$ cat config.mk
export PLATFORM = sky130hd
export DESIGN_NAME = fetch_unit
export DESIGN_NICKNAME = d
export VERILOG_FILES = /design/src/rtl/fetch_unit.sv
export SDC_FILE = /design/constraint.sdc
export NUM_CORES = 1
export LEC_CHECK = 0
export ABC_CLOCK_PERIOD_IN_PS = 13600
export BUFFER_PORTS_ARGS = -buffer_cell sky130_fd_sc_hd__buf_2
export CELL_PAD_IN_SITES_DETAIL_PLACEMENT = 1
export CELL_PAD_IN_SITES_GLOBAL_PLACEMENT = 2
export CORE_UTILIZATION = 41
export DETAILED_ROUTE_END_ITERATION = 10
export GPL_TIMING_DRIVEN = 0
export PLACE_DENSITY = 0.79
export SLEW_MARGIN = 15
export SYNTH_ARGS = -nofsm -noshare
export SYNTH_HDL_FRONTEND = slang
export SYNTH_SLANG_ARGS = --single-unit
$ cat constraint.sdc
create_clock -name clk -period 13.6 [get_ports clk]
set_input_delay 2.04 -clock clk [delete_from_list [all_inputs] [get_ports clk]]
set_output_delay 2.04 -clock clk [all_outputs]
set_load 0.01 [all_outputs]
$ cat src/rtl/fetch_unit.sv
// fetch_unit: PC generator, req/gnt instruction-memory port and in-order fetch queue.
// Define FETCH_PERF_CNT_EN to add the perf_fetched / perf_flushes counters.
module fetch_unit #(
    parameter int              XLEN      = 32,
    parameter logic [XLEN-1:0] RESET_VEC = '0,
    parameter int              QDEPTH    = 4
) (
    input  logic            clk,
    input  logic            rst,
    output logic            imem_req,
    output logic [XLEN-1:0] imem_addr,
    input  logic            imem_gnt,
    input  logic            imem_rvalid,
    input  logic [31:0]     imem_rdata,
    input  logic            redirect,
    input  logic [XLEN-1:0] redirect_pc,
    output logic            inst_valid,
    output logic [31:0]     inst,
    output logic [XLEN-1:0] inst_pc,
    input  logic            inst_ready
`ifdef FETCH_PERF_CNT_EN
    ,
    output logic [31:0]     perf_fetched,
    output logic [31:0]     perf_flushes
`endif
);

    localparam int PW = $clog2(QDEPTH);
    localparam int CW = PW + 1;
    localparam logic [CW:0] QLIM = (CW+1)'(QDEPTH);

    typedef logic [PW-1:0] ptr_t;
    typedef logic [CW-1:0] cnt_t;

    // Fetch PC and queue bookkeeping
    logic [XLEN-1:0] pc_q, pc_d;
    ptr_t            head_q, head_d;
    ptr_t            tail_q, tail_d;
    ptr_t            fill_q, fill_d;
    cnt_t            occ_q, occ_d;
    cnt_t            pend_q, pend_d;
    cnt_t            drop_q, drop_d;

    // Queue storage
    logic [XLEN-1:0]   ent_pc_q [QDEPTH];
    logic [XLEN-1:0]   ent_pc_d [QDEPTH];
    logic [31:0]       ent_data_q [QDEPTH];
    logic [31:0]       ent_data_d [QDEPTH];
    logic [QDEPTH-1:0] ent_filled_q, ent_filled_d;

    logic [CW:0] inflight;
    logic        grant;
    logic        rsp_drop;
    logic        rsp_fill;
    logic        rsp_take;
    logic        pop;
    logic        unused_lo;

    // Byte offset of a redirect target is meaningless for word fetches
    assign unused_lo = ^redirect_pc[1:0];

    // Outputs are functions of registered state only
    assign inflight   = {1'b0, occ_q} + {1'b0, drop_q};
    assign imem_req   = inflight < QLIM;
    assign imem_addr  = pc_q;
    assign inst_valid = (occ_q != '0) & ent_filled_q[head_q];
    assign inst       = ent_data_q[head_q];
    assign inst_pc    = ent_pc_q[head_q];

    // Events of this cycle
    assign grant    = imem_req & imem_gnt;
    assign rsp_drop = imem_rvalid & (drop_q != '0);
    assign rsp_fill = imem_rvalid & (drop_q == '0) & (pend_q != '0);
    assign rsp_take = rsp_drop | rsp_fill;
    assign pop      = inst_valid & inst_ready;

    // Next-state: allocate on grant, fill oldest unfilled, free head, redirect overrides
    always_comb begin
        pc_d         = pc_q;
        head_d       = head_q;
        tail_d       = tail_q;
        fill_d       = fill_q;
        ent_pc_d     = ent_pc_q;
        ent_data_d   = ent_data_q;
        ent_filled_d = ent_filled_q;

        if (grant) begin
            ent_pc_d[tail_q]     = pc_q;
            ent_filled_d[tail_q] = 1'b0;
            tail_d               = tail_q + ptr_t'(1);
            pc_d                 = pc_q + XLEN'(4);
        end

        if (rsp_fill) begin
            ent_data_d[fill_q]   = imem_rdata;
            ent_filled_d[fill_q] = 1'b1;
            fill_d               = fill_q + ptr_t'(1);
        end

        if (pop) begin
            ent_filled_d[head_q] = 1'b0;
            head_d               = head_q + ptr_t'(1);
        end

        occ_d  = occ_q + cnt_t'(grant) - cnt_t'(pop);
        pend_d = pend_q + cnt_t'(grant) - cnt_t'(rsp_fill);
        drop_d = drop_q - cnt_t'(rsp_drop);

        if (redirect) begin
            pc_d         = {redirect_pc[XLEN-1:2], 2'b00};
            head_d       = '0;
            tail_d       = '0;
            fill_d       = '0;
            occ_d        = '0;
            pend_d       = '0;
            ent_filled_d = '0;
            drop_d       = pend_q + cnt_t'(grant) + drop_q - cnt_t'(rsp_take);
        end
    end

    // State registers
    always_ff @(posedge clk or posedge rst) begin
        if (rst) begin
            pc_q         <= RESET_VEC;
            head_q       <= '0;
            tail_q       <= '0;
            fill_q       <= '0;
            occ_q        <= '0;
            pend_q       <= '0;
            drop_q       <= '0;
            ent_pc_q     <= '{default: '0};
            ent_data_q   <= '{default: '0};
            ent_filled_q <= '0;
        end else begin
            pc_q         <= pc_d;
            head_q       <= head_d;
            tail_q       <= tail_d;
            fill_q       <= fill_d;
            occ_q        <= occ_d;
            pend_q       <= pend_d;
            drop_q       <= drop_d;
            ent_pc_q     <= ent_pc_d;
            ent_data_q   <= ent_data_d;
            ent_filled_q <= ent_filled_d;
        end
    end

`ifdef FETCH_PERF_CNT_EN
    logic [31:0] perf_fetched_q, perf_fetched_d;
    logic [31:0] perf_flushes_q, perf_flushes_d;

    // Count head transfers and redirect cycles, wrapping at 2^32
    always_comb begin
        perf_fetched_d = perf_fetched_q + 32'(pop);
        perf_flushes_d = perf_flushes_q + 32'(redirect);
    end

    // Performance counter registers
    always_ff @(posedge clk or posedge rst) begin
        if (rst) begin
            perf_fetched_q <= '0;
            perf_flushes_q <= '0;
        end else begin
            perf_fetched_q <= perf_fetched_d;
            perf_flushes_q <= perf_flushes_d;
        end
    end

    assign perf_fetched = perf_fetched_q;
    assign perf_flushes = perf_flushes_q;
`endif

endmodule

==> impl_summary.md, run 1 <==
Critical path
Data on the critical path is required at its endpoint by 11.56 ns. The critical path class is flop to output port. STA classifies the critical path startpoint as a flop. The worst setup path is captured at an output port. The data arrival at the endpoint of the critical path is 3.20 ns. The critical-path maximum fanout is 10.

Yosys
Synthesis inferred 297 register bits. The fraction of post-synthesis cell area in the top cell type by area is 0.546. After synthesis, the cell types taking the most area are dfrtp_1 (55%), mux2_2 (20%), mux4_2 (10%). Counting every instance in the synthesized netlist gives 940.

The number of distinct library cell variants in the gate-level netlist after synthesis is 41. The proportion of synthesized chip area in sequential cells is 0.546. For this run, the number of Yosys warnings is 0. Each instance of the synthesized netlist takes up on average 14.5 µm².

dfrtp_1 takes more of the synthesized area than any other cell. After synthesis the cells add up to 0.0136 mm².

Finish
The post-synthesis to final-layout area growth is 19.4%. The fill cell total of the finished layout is 3,289. The fraction of final layout cells sized beyond drive strength 1 is 0.465. Excluding fillers, the count of instances in the completed layout stands at 1,612. The final standard cell area without fillers is 0.0163 mm². For this run, the post-layout net count is 1,240. For this run, the share of the core covered by cells in the final layout is 0.498. The top cell types in the final layout, fill and taps aside, are dfrtp_1 (297), mux2_2 (236), buf_2 (170), mux4_2 (63), nand2_1 (54). The leading cell type in the layout, fill and taps excluded is dfrtp_1.

CTS
The clock tree synthesis step divided the H-tree into 2 levels. The count of hold-fix buffers inserted at cts is 0. At the later pin of the worst-skew pair, clock insertion delay measures 0.51 ns. The number of clock sinks is 297.

Post-CTS repair changed the size of 0 cells. The clock-pin transition on the worst setup and hold timing paths is 0.06 ns. The CTS root buffer is clkbuf_16.

The maximum buffer depth of the clock tree is 3. In this run, CTS created clock tree buffers numbering 36. The number of setup buffers added after CTS is 0. The clock tree from TritonCTS is done.

Power
The internal power of the cells totals 2.12 mW. For this design the ratio of total power to cell area is 183 mW/mm². The share of total power in the clock network is 0.320. The switching fraction of total power is 0.288. The switching power is 0.858 mW. The static leakage is 7.66 nW. The maximum ir drop on the vdd rail is 80.3 µV.

The share of total power dissipated in combinational logic is 0.264. Of the total power, registers draw 0.416.

Floorplan
For this configuration, the core starts out at a cell density of 0.418. The height of the die is 184 µm. The die footprint is 0.0340 mm².

Pin placement for this block handled 168 I/O pins. The floorplan has 66 rows. The horizontal die dimension is 184 µm.

The floorplan core area is 0.0326 mm².

Detailed routing
The number of iterations in the first detailed-routing pass is 4. After detailed routing, the total wire length is 33,500 µm. The count of nets left with antenna violations once routing finished came out at 0. The DRC violation count after routing is 0.

The DRC violation total after the first TritonRoute iteration is 334. The number of vias per cell after detailed routing is 5.23. The vias after detailed routing is 8,424. After detailed routing, the average wire length per cell comes to 20.8 µm.

Place
The HPWL reported at the end of detailed placement is 22,700 µm. The number of buffer cells added on primary ports is 160. The final weighted congestion of routability-driven global placement is 0.741.

Once placement finished, the instance area stood at 0.0151 mm². The cell count after placement is 1,548.

Run status
The flow ran to the end, and the final reports show no timing, DRC or antenna violations.

GRT
For this run, the total global-route usage over all layers was measured as 0.206. The number of antenna violations at the first check in global routing is 4. The first global-routing pass estimated 53,800 µm of wire.

After global routing the overflow that remains totals 0. The number of global-route vias before repair is 9,349. Entering global routing, the biggest net connects 107 pins.

Timing
The achievable frequency is 0.191 GHz. The max-slew violation total from the final report is 0. The post-layout minimum cycle time is 5.24 ns. The largest clock skew in the final design is 0.0152 ns. For the pin with the worst max-slew slack, the measured transition is 0.980 ns. The share of the clock period used by the worst path is 0.386. The tightest slew margin relative to the limit is 0.346.

The count of final setup violators is 0. The total count of hold-check failures in the final report is 0. Hold is met by 0.482 ns.

Setup repair after global routing left no endpoint under its margin.

Worst hold path
In this run the worst hold path is classified as flop to flop.

Run
Max-cap violations in this run came to 0.
-- worst max-delay path, cell delays in order, from the launching register on --
cell	delay (ns)
dfrtp_1	0.44
buf_1	0.66
buf_1	0.79
mux4_2	0.64
buf_2	0.16
-- final timing paths --
kind,from,to,slack [ns],depth (start not counted)
max,head_q[0]$_DFFE_PP0P_,inst_pc[4],8.36,4
min,ent_pc_q[25]$_DFFE_PP0P_,ent_pc_q[25]$_DFFE_PP0P_,0.48,2
max reg2reg,occ_q[1]$_DFF_PP0_,drop_q[2]$_DFF_PP0_,9.81,17
min reg2reg,ent_pc_q[25]$_DFFE_PP0P_,ent_pc_q[25]$_DFFE_PP0P_,0.48,2
max in group asynchronous,rst,ent_data_q[28]$_DFFE_PP0P_,10.61,5
min in group asynchronous,rst,ent_pc_q[39]$_DFFE_PP0P_,1.41,2
-- power groups by stage --
stage / logic (mW) / clock network [mW] / registers [mW]
6_report: 0.787 / 0.956 / 1.24
5_1_grt: 0.863 / 1.01 / 1.27
4_1_cts: 0.802 / 0.981 / 1.24
3_5_place_dp: 0.797 / 0 / 1.25
3_3_place_gp: 0.767 / 0 / 1.24
2_1_floorplan: 0.560 / 0 / 1.21
-- cells by family (layout without fill, tap and decap cells) --
kind of cell	count (synthesis)	count (layout)	share of synthesized area
and+or+nand+nor	137	137	0.0520
xor gates and xnor gates	39	39	0.0251
AOI/OAI and AO/OA	46	46	0.0188
DFF	297	297	0.546
muxes	310	310	0.308
adders and majority gates	26	26	0.0250
other	1	5	0.000275
buffers and inverters	84	310	0.0254
-- state kept, by name, summed over array words and instances (netlist names) --
name,count
drop_q,3
occ_q,3
fill_q,2
pend_q,3
imem_addr,30
ent_data_q,128
ent_pc_q,120
ent_filled_q,4
head_q,2
tail_q,2
-- per-layer routing --
layer | wire (µm) | track usage | vias to the layer above
li1 | - | - | 3817
met1 | 15400 | 0.283 | 4409
met2 | 16100 | 0.336 | 137
met3 | 1340 | 0.0399 | 55
met4 | 674 | 0.0497 | 6
met5 | 39 | 0 | -
-- metrics by stage --
| step | power (mW) | TNS (ns) | setup slack [ns] |
|---|---|---|---|
| floorplan | 1.77 | 0 | 3.36 |
| global placement | 2.01 | -64.94 | -0.248 |
| detailed placement | 2.05 | 0 | 8.76 |
| CTS | 3.03 | 0 | 8.19 |
| global route | 3.15 | 0 | 8.06 |
| finish | 2.98 | 0 | 8.36 |
-- final cells by class --
class / count / area [µm²] / area share
Antenna cell: 1 / 2.50 / 0.000154
Buffer: 68 / 287 / 0.0176
Clock buffer: 53 / 1050 / 0.0643
Clock inverter: 10 / 133 / 0.00816
Inverter: 16 / 67.6 / 0.00416
Multi-Input combinational cell: 562 / 5860 / 0.360
Sequential cell: 297 / 7430 / 0.457
Tap cell: 442 / 553 / 0.0340
Timing Repair Buffer: 163 / 883 / 0.0543
-- cells in the mapped netlist, drive strengths merged --
library cell and number:
mux2i 5, buf 34, or3 2, xnor2 22, clkbuf 34, nor2b 5, nand4 15, o21ai 37
and3 7, mux2 242, nor3 9, o31a 1, xor2 17, or4b 1, or2 3, nand2 57
nor2 19, or4 2, a221oi 4, fa 2, and2 2, nor4 6, dfrtp 297, inv 16
a21oi 2, o311a 1, nand3 9, ha 24, a22oi 1, conb 1, mux4 63
No activity file was read; power rests on OpenSTA's default activity.
==> run 2: changes to the inputs <==
--- a/config.mk
+++ b/config.mk
@@ -5,14 +5,15 @@
 export SDC_FILE = /design/constraint.sdc
 export NUM_CORES = 1
 export LEC_CHECK = 0
-export ABC_CLOCK_PERIOD_IN_PS = 13600
+export ABC_AREA = 1
+export ABC_CLOCK_PERIOD_IN_PS = 5300
 export BUFFER_PORTS_ARGS = -buffer_cell sky130_fd_sc_hd__buf_2
 export CELL_PAD_IN_SITES_DETAIL_PLACEMENT = 1
 export CELL_PAD_IN_SITES_GLOBAL_PLACEMENT = 2
-export CORE_UTILIZATION = 41
+export CORE_UTILIZATION = 35
 export DETAILED_ROUTE_END_ITERATION = 10
 export GPL_TIMING_DRIVEN = 0
-export PLACE_DENSITY = 0.79
+export PLACE_DENSITY = 0.8
 export SLEW_MARGIN = 15
 export SYNTH_ARGS = -nofsm -noshare
 export SYNTH_HDL_FRONTEND = slang
==> constraint.sdc (replaced) <==
create_clock -name clk -period 5.3 [get_ports clk]
set_input_delay 0.795 -clock clk [delete_from_list [all_inputs] [get_ports clk]]
set_output_delay 0.795 -clock clk [all_outputs]
set_load 0.01 [all_outputs]
==> run 2 against run 1 <==
  * Wire length rose by 50%
  * Global-route usage rose by 4.3 points
  * Clock skew rose by 0.0065 ns
  * Clock-buffer cell count rose by 4
  * Core utilization fell by 6.9 points
  * Hold slack got worse by 0.18 ns
  * Cell area rose by 5.1%
  * Final cell count rose by 57%
  * Die area rose by 22%
  * Combinational power rose to 3.3 times the previous value
  * First-iteration DRC count rose by 86%
  * Non-clock buffer count rose by 49
==> impl_summary.md, run 2 <==
Run status
Status: completed (unchanged).

GRT
The global-route wire length before repair is 78,900 µm (was 53,800 µm). The number of antenna violations at the first check in global routing is 0 (was 4). The pin count of the biggest net entering global routing is 35 (was 107). The total global-route track usage is 0.249 (was 0.206).

The total overflow reported by the global router is 0 (unchanged). The number of global-route vias before repair was 13,700 (was 9,349).

Critical path
The critical path class is flop to output port (unchanged). The data arrival at the endpoint of the critical path is 3.12 ns (was 3.20 ns). The launch point of the worst reg-to-reg path is occ_q[1]$_DFF_PP0_ (unchanged). The register-to-register path setup slack is 1.95 ns (was 9.81 ns).

Crit path cell chain: clkbuf_1 > clkbuf_1 > o21ai_0 > o22ai_1 > buf_2 (was buf_1 > buf_1 > mux4_2 > buf_2). The number of buffer and inverter stages on the critical path came to 3 (unchanged). The type of origin of the critical path is a flop (unchanged). The library cell appearing most often on the critical path was clkbuf_1 (was buf_1).

The critical-path maximum fanout is 10 (unchanged). The kind of cell adding the most delay to the critical path is buffers and inverters (unchanged). The reg-to-reg endpoint was drop_q[2]$_DFF_PP0_ (unchanged). The cell type of the slowest stage on the worst timing path is dfrtp_1 (was buf_1). The count of cells along the worst register-to-register path was 17 (unchanged). The required time of the critical path was 4.51 ns (was 11.56 ns).

The endpoint class of the critical path was an output port (unchanged). The source of the critical timing path is head_q[1]$_DFFE_PP0P_ (was head_q[0]$_DFFE_PP0P_). The peak per-stage delay on the critical path is 0.71 ns (was 0.79 ns).

Yosys
Synth cell count leaders: nand2_1 (409), o21ai_0 (350), dfrtp_1 (297), nor2_1 (238), inv_1 (127) (was dfrtp_1 (297), mux2_2 (236), mux4_2 (63), nand2_1 (54), clkbuf_1 (34)). Top post-synthesis cells by area: dfrtp_1 (52%), o21ai_0 (12%), nand2_1 (11%) (was dfrtp_1 (55%), mux2_2 (20%), mux4_2 (10%)). The share of synthesized flip-flops with an asynchronous set or reset is 1.00 (unchanged). The average footprint of a synthesized cell is 8.04 µm² (was 14.5 µm²). The dominant synthesized flop cell is dfrtp_1 (unchanged).

The number of distinct library cell variants in the gate-level netlist after synthesis is 32 (was 41). The instance count of the mapped netlist is 1,760 (was 940). The yosys synthesis warning count was 0 (unchanged). The cell accounting for the most synthesized area is dfrtp_1 (unchanged). The fraction of post-synthesis cell area in the top cell type by area is 0.525 (was 0.546).

The most frequent cell after synthesis is nand2_1 (was dfrtp_1). The synthesized flop and latch total is 297 (unchanged). The post-synthesis cell area came to 0.0142 mm² (was 0.0136 mm²). The number of enable-type register cells in the synthesized netlist is 0 (unchanged).

The proportion of synthesized chip area in sequential cells is 0.525 (was 0.546).

Floorplan
The count of boundary I/O pins is 168 (unchanged). The horizontal die dimension was 203 µm (was 184 µm). The die footprint is 0.0413 mm² (was 0.0340 mm²). The floorplan core area is 0.0398 mm² (was 0.0326 mm²). The row count is 73 (was 66). The height of the die is 203 µm (was 184 µm).

The starting density of the core is 0.356 (was 0.418).

Timing
RSZ-0062 raised after global routing: no (unchanged). The total negative slack for setup checks is 0 ns (unchanged). The count of final setup violators was 0 (unchanged). The smallest clock period supported by the final layout is computed as 3.91 ns. The tightest slew margin relative to the limit is 0.469 (was 0.346). The final hold slack is 0.299 ns (was 0.482 ns). In the finished design, the share of the clock period the worst path needs comes to 0.738. Static timing analysis puts the maximum clock frequency at 0.256 GHz. The largest clock skew in the final design is 0.0216 ns (was 0.0152 ns). The actual transition at the worst max-transition pin is 0.797 ns (was 0.980 ns). The max-slew violation total from the final report came to 0 (unchanged).

The total count of hold-check failures in the final report is 0 (unchanged). The slack of the critical path is 1.39 ns (was 8.36 ns).

CTS
The clock tree from TritonCTS is done (unchanged). The number of resized instances in the post-cts repair step is 0 (unchanged). The maximum buffer depth of the clock tree is 3 (unchanged). The number of H-tree branching levels is 2 (unchanged). The clock-pin transition on the worst setup and hold timing paths is 0.05 ns (was 0.06 ns). The number of buffers inserted during clock tree synthesis came to 37 (was 36). The post-CTS setup-driven buffer insertion count is 0 (unchanged). The insertion delay of the later-clocked pin in the worst-skew pair is 0.56 ns (was 0.51 ns). The count of hold-fix buffers inserted at cts is 0 (unchanged). The CTS root buffer was clkbuf_16 (unchanged).

The number of clock sinks is 297 (unchanged).

Power
The overall power consumption came to 8.55 mW (was 2.98 mW). The maximum ir drop on the vdd rail is 202 µV (was 80.3 µV). The switching fraction of total power is 0.368 (was 0.288). The switching power is 3.14 mW (was 0.858 mW). The share of total power in combinational logic is 0.304 (was 0.264).

The static leakage is 8.49 nW (was 7.66 nW). The internal power summed over all cells is 5.41 mW (was 2.12 mW). The power per cell area is 500 mW/mm² (was 183 mW/mm²). The sequential group share of total power is 0.394 (was 0.416).

The share of total power in the clock network is 0.303 (was 0.320).

Finish
The utilization of the core after routing is 0.429 (was 0.498). The final-stage net count is 2,068 (was 1,240). Commonest cells after routing, fill and taps aside: nand2_1 (409), o21ai_0 (350), dfrtp_1 (297), nor2_1 (238), buf_2 (191) (was dfrtp_1 (297), mux2_2 (236), buf_2 (170), mux4_2 (63), nand2_1 (54)). The register bank with the most flops is ent_data_q (unchanged).

The fraction of final layout cells sized beyond drive strength 1 is 0.145 (was 0.465). The number of flip-flops under the largest register name is 128 (unchanged). The post-synthesis to final-layout area growth came to 20.7% (was 19.4%). The final standard cell area without fillers was 0.0171 mm² (was 0.0163 mm²). The total inserted antenna cells is 0 (was 1). The fill cell total of the finished layout is 4,950 (was 3,289). The leading cell type in the layout, fill and taps excluded is nand2_1 (was dfrtp_1). The number of standard cells in the layout, taps in and fillers out came to 2,526 (was 1,612).

Detailed routing
The number of routed nets with antenna violations is 0 (unchanged). The average wire length per cell after detail routing is 19.9 µm (was 20.8 µm). The DRC violation total after the first TritonRoute iteration was 622 (was 334). The number of vias per cell after detailed routing is 5.10 (was 5.23).

The total routed wirelength is 50,300 µm (was 33,500 µm). The vias after detailed routing came to 12,900 (was 8,424). The DRC violation count after routing is 0 (unchanged). The number of iterations in the first detailed-routing pass is 4 (unchanged).

Place
The total placed instance area is 0.0158 mm² (was 0.0151 mm²). The number of buffer cells added on primary ports is 160 (unchanged). The cell count after placement came to 2,458 (was 1,548). The HPWL reported at the end of detailed placement is 36,100 µm (was 22,700 µm). The final weighted congestion of routability-driven global placement came to 0.892 (was 0.741).

The minimum setup slack after placement was 1.92 ns (was 8.76 ns).

Worst hold path
The worst min-delay path category is input pin to asynchronous set/reset pin (was flop to flop).

Run
The number of maximum-capacitance constraint violations was 0 (unchanged).
run 2: cell types whose count changed in the layout (fill, tap and decap cells not counted), sizes merged, moves of 33 or more:
cell   before  now
mux2      242    0
mux4       63    0
o22ai       0   58
nand3       9   42
nand2      57  409
o21ai      37  356
inv        16  130
a21oi       2   59
nor2       19  243
run 2: area by class of cell:
cell class / instances / area, µm² / area share
flip-flops and latches: 297 / 7430 / 0.435
inverters: 130 / 492 / 0.0288
repair buffers: 170 / 1020 / 0.0595
well taps: 525 / 657 / 0.0385
plain buffers: 110 / 524 / 0.0307
multi-input cells: 1226 / 5730 / 0.335
clock inverters: 11 / 114 / 0.00666
clock buffers: 57 / 1120 / 0.0658
run 2: logic make-up after synthesis:
logic type / share of synthesized area
other: 0.000265
AO/OA/AOI/OAI: 0.174
adder cells (fa/ha/maj): 0.0240
flip-flops: 0.525
AND/OR/NAND/NOR: 0.196
buffers and inverters: 0.0715
XOR/XNOR: 0.00928
run 2: worst max-delay path by stage:
stage	cells after the start	to	slack (ns)
after detailed placement	5	inst_pc[29]	1.92
after global placement	2	imem_addr[22]$_DFFE_PP0N_	-1.58
final	5	inst_pc[29]	1.39
after global routing	5	inst_pc[29]	1.36
after floorplan	1	drop_q[0]$_DFF_PP0_	0.56
after CTS	5	inst_pc[29]	1.34
run 2: per-layer routing:
metal / wire length, µm / track usage / up-vias
met3: 2450 / 0.0388 / 67
met5: 0 / 0 / -
met4: 1270 / 0.0789 / 0
met1: 22700 / 0.335 / 6393
met2: 23800 / 0.411 / 291
li1: - / - / 6135
run 2: power by group through the flow:
| stage | Combinational (mW) | Sequential [mW] | Clock, mW |
|---|---|---|---|
| finish | 2.60 | 3.37 | 2.59 |
| CTS | 2.63 | 3.36 | 2.64 |
| floorplan | 1.61 | 3.31 | 0 |
| global route | 2.94 | 3.45 | 2.72 |
| detailed placement | 2.61 | 3.40 | 0 |
| global placement | 2.50 | 3.38 | 0 |
run 2: worst reg2reg max path, delay by kind of cell, from the launching register on:
family,cells,cell delay (ns)
fa+ha+maj,5,1.45
buf+inv,4,0.36
xor+xnor,1,0.15
simple gates,7,0.84
flops,1,0.43
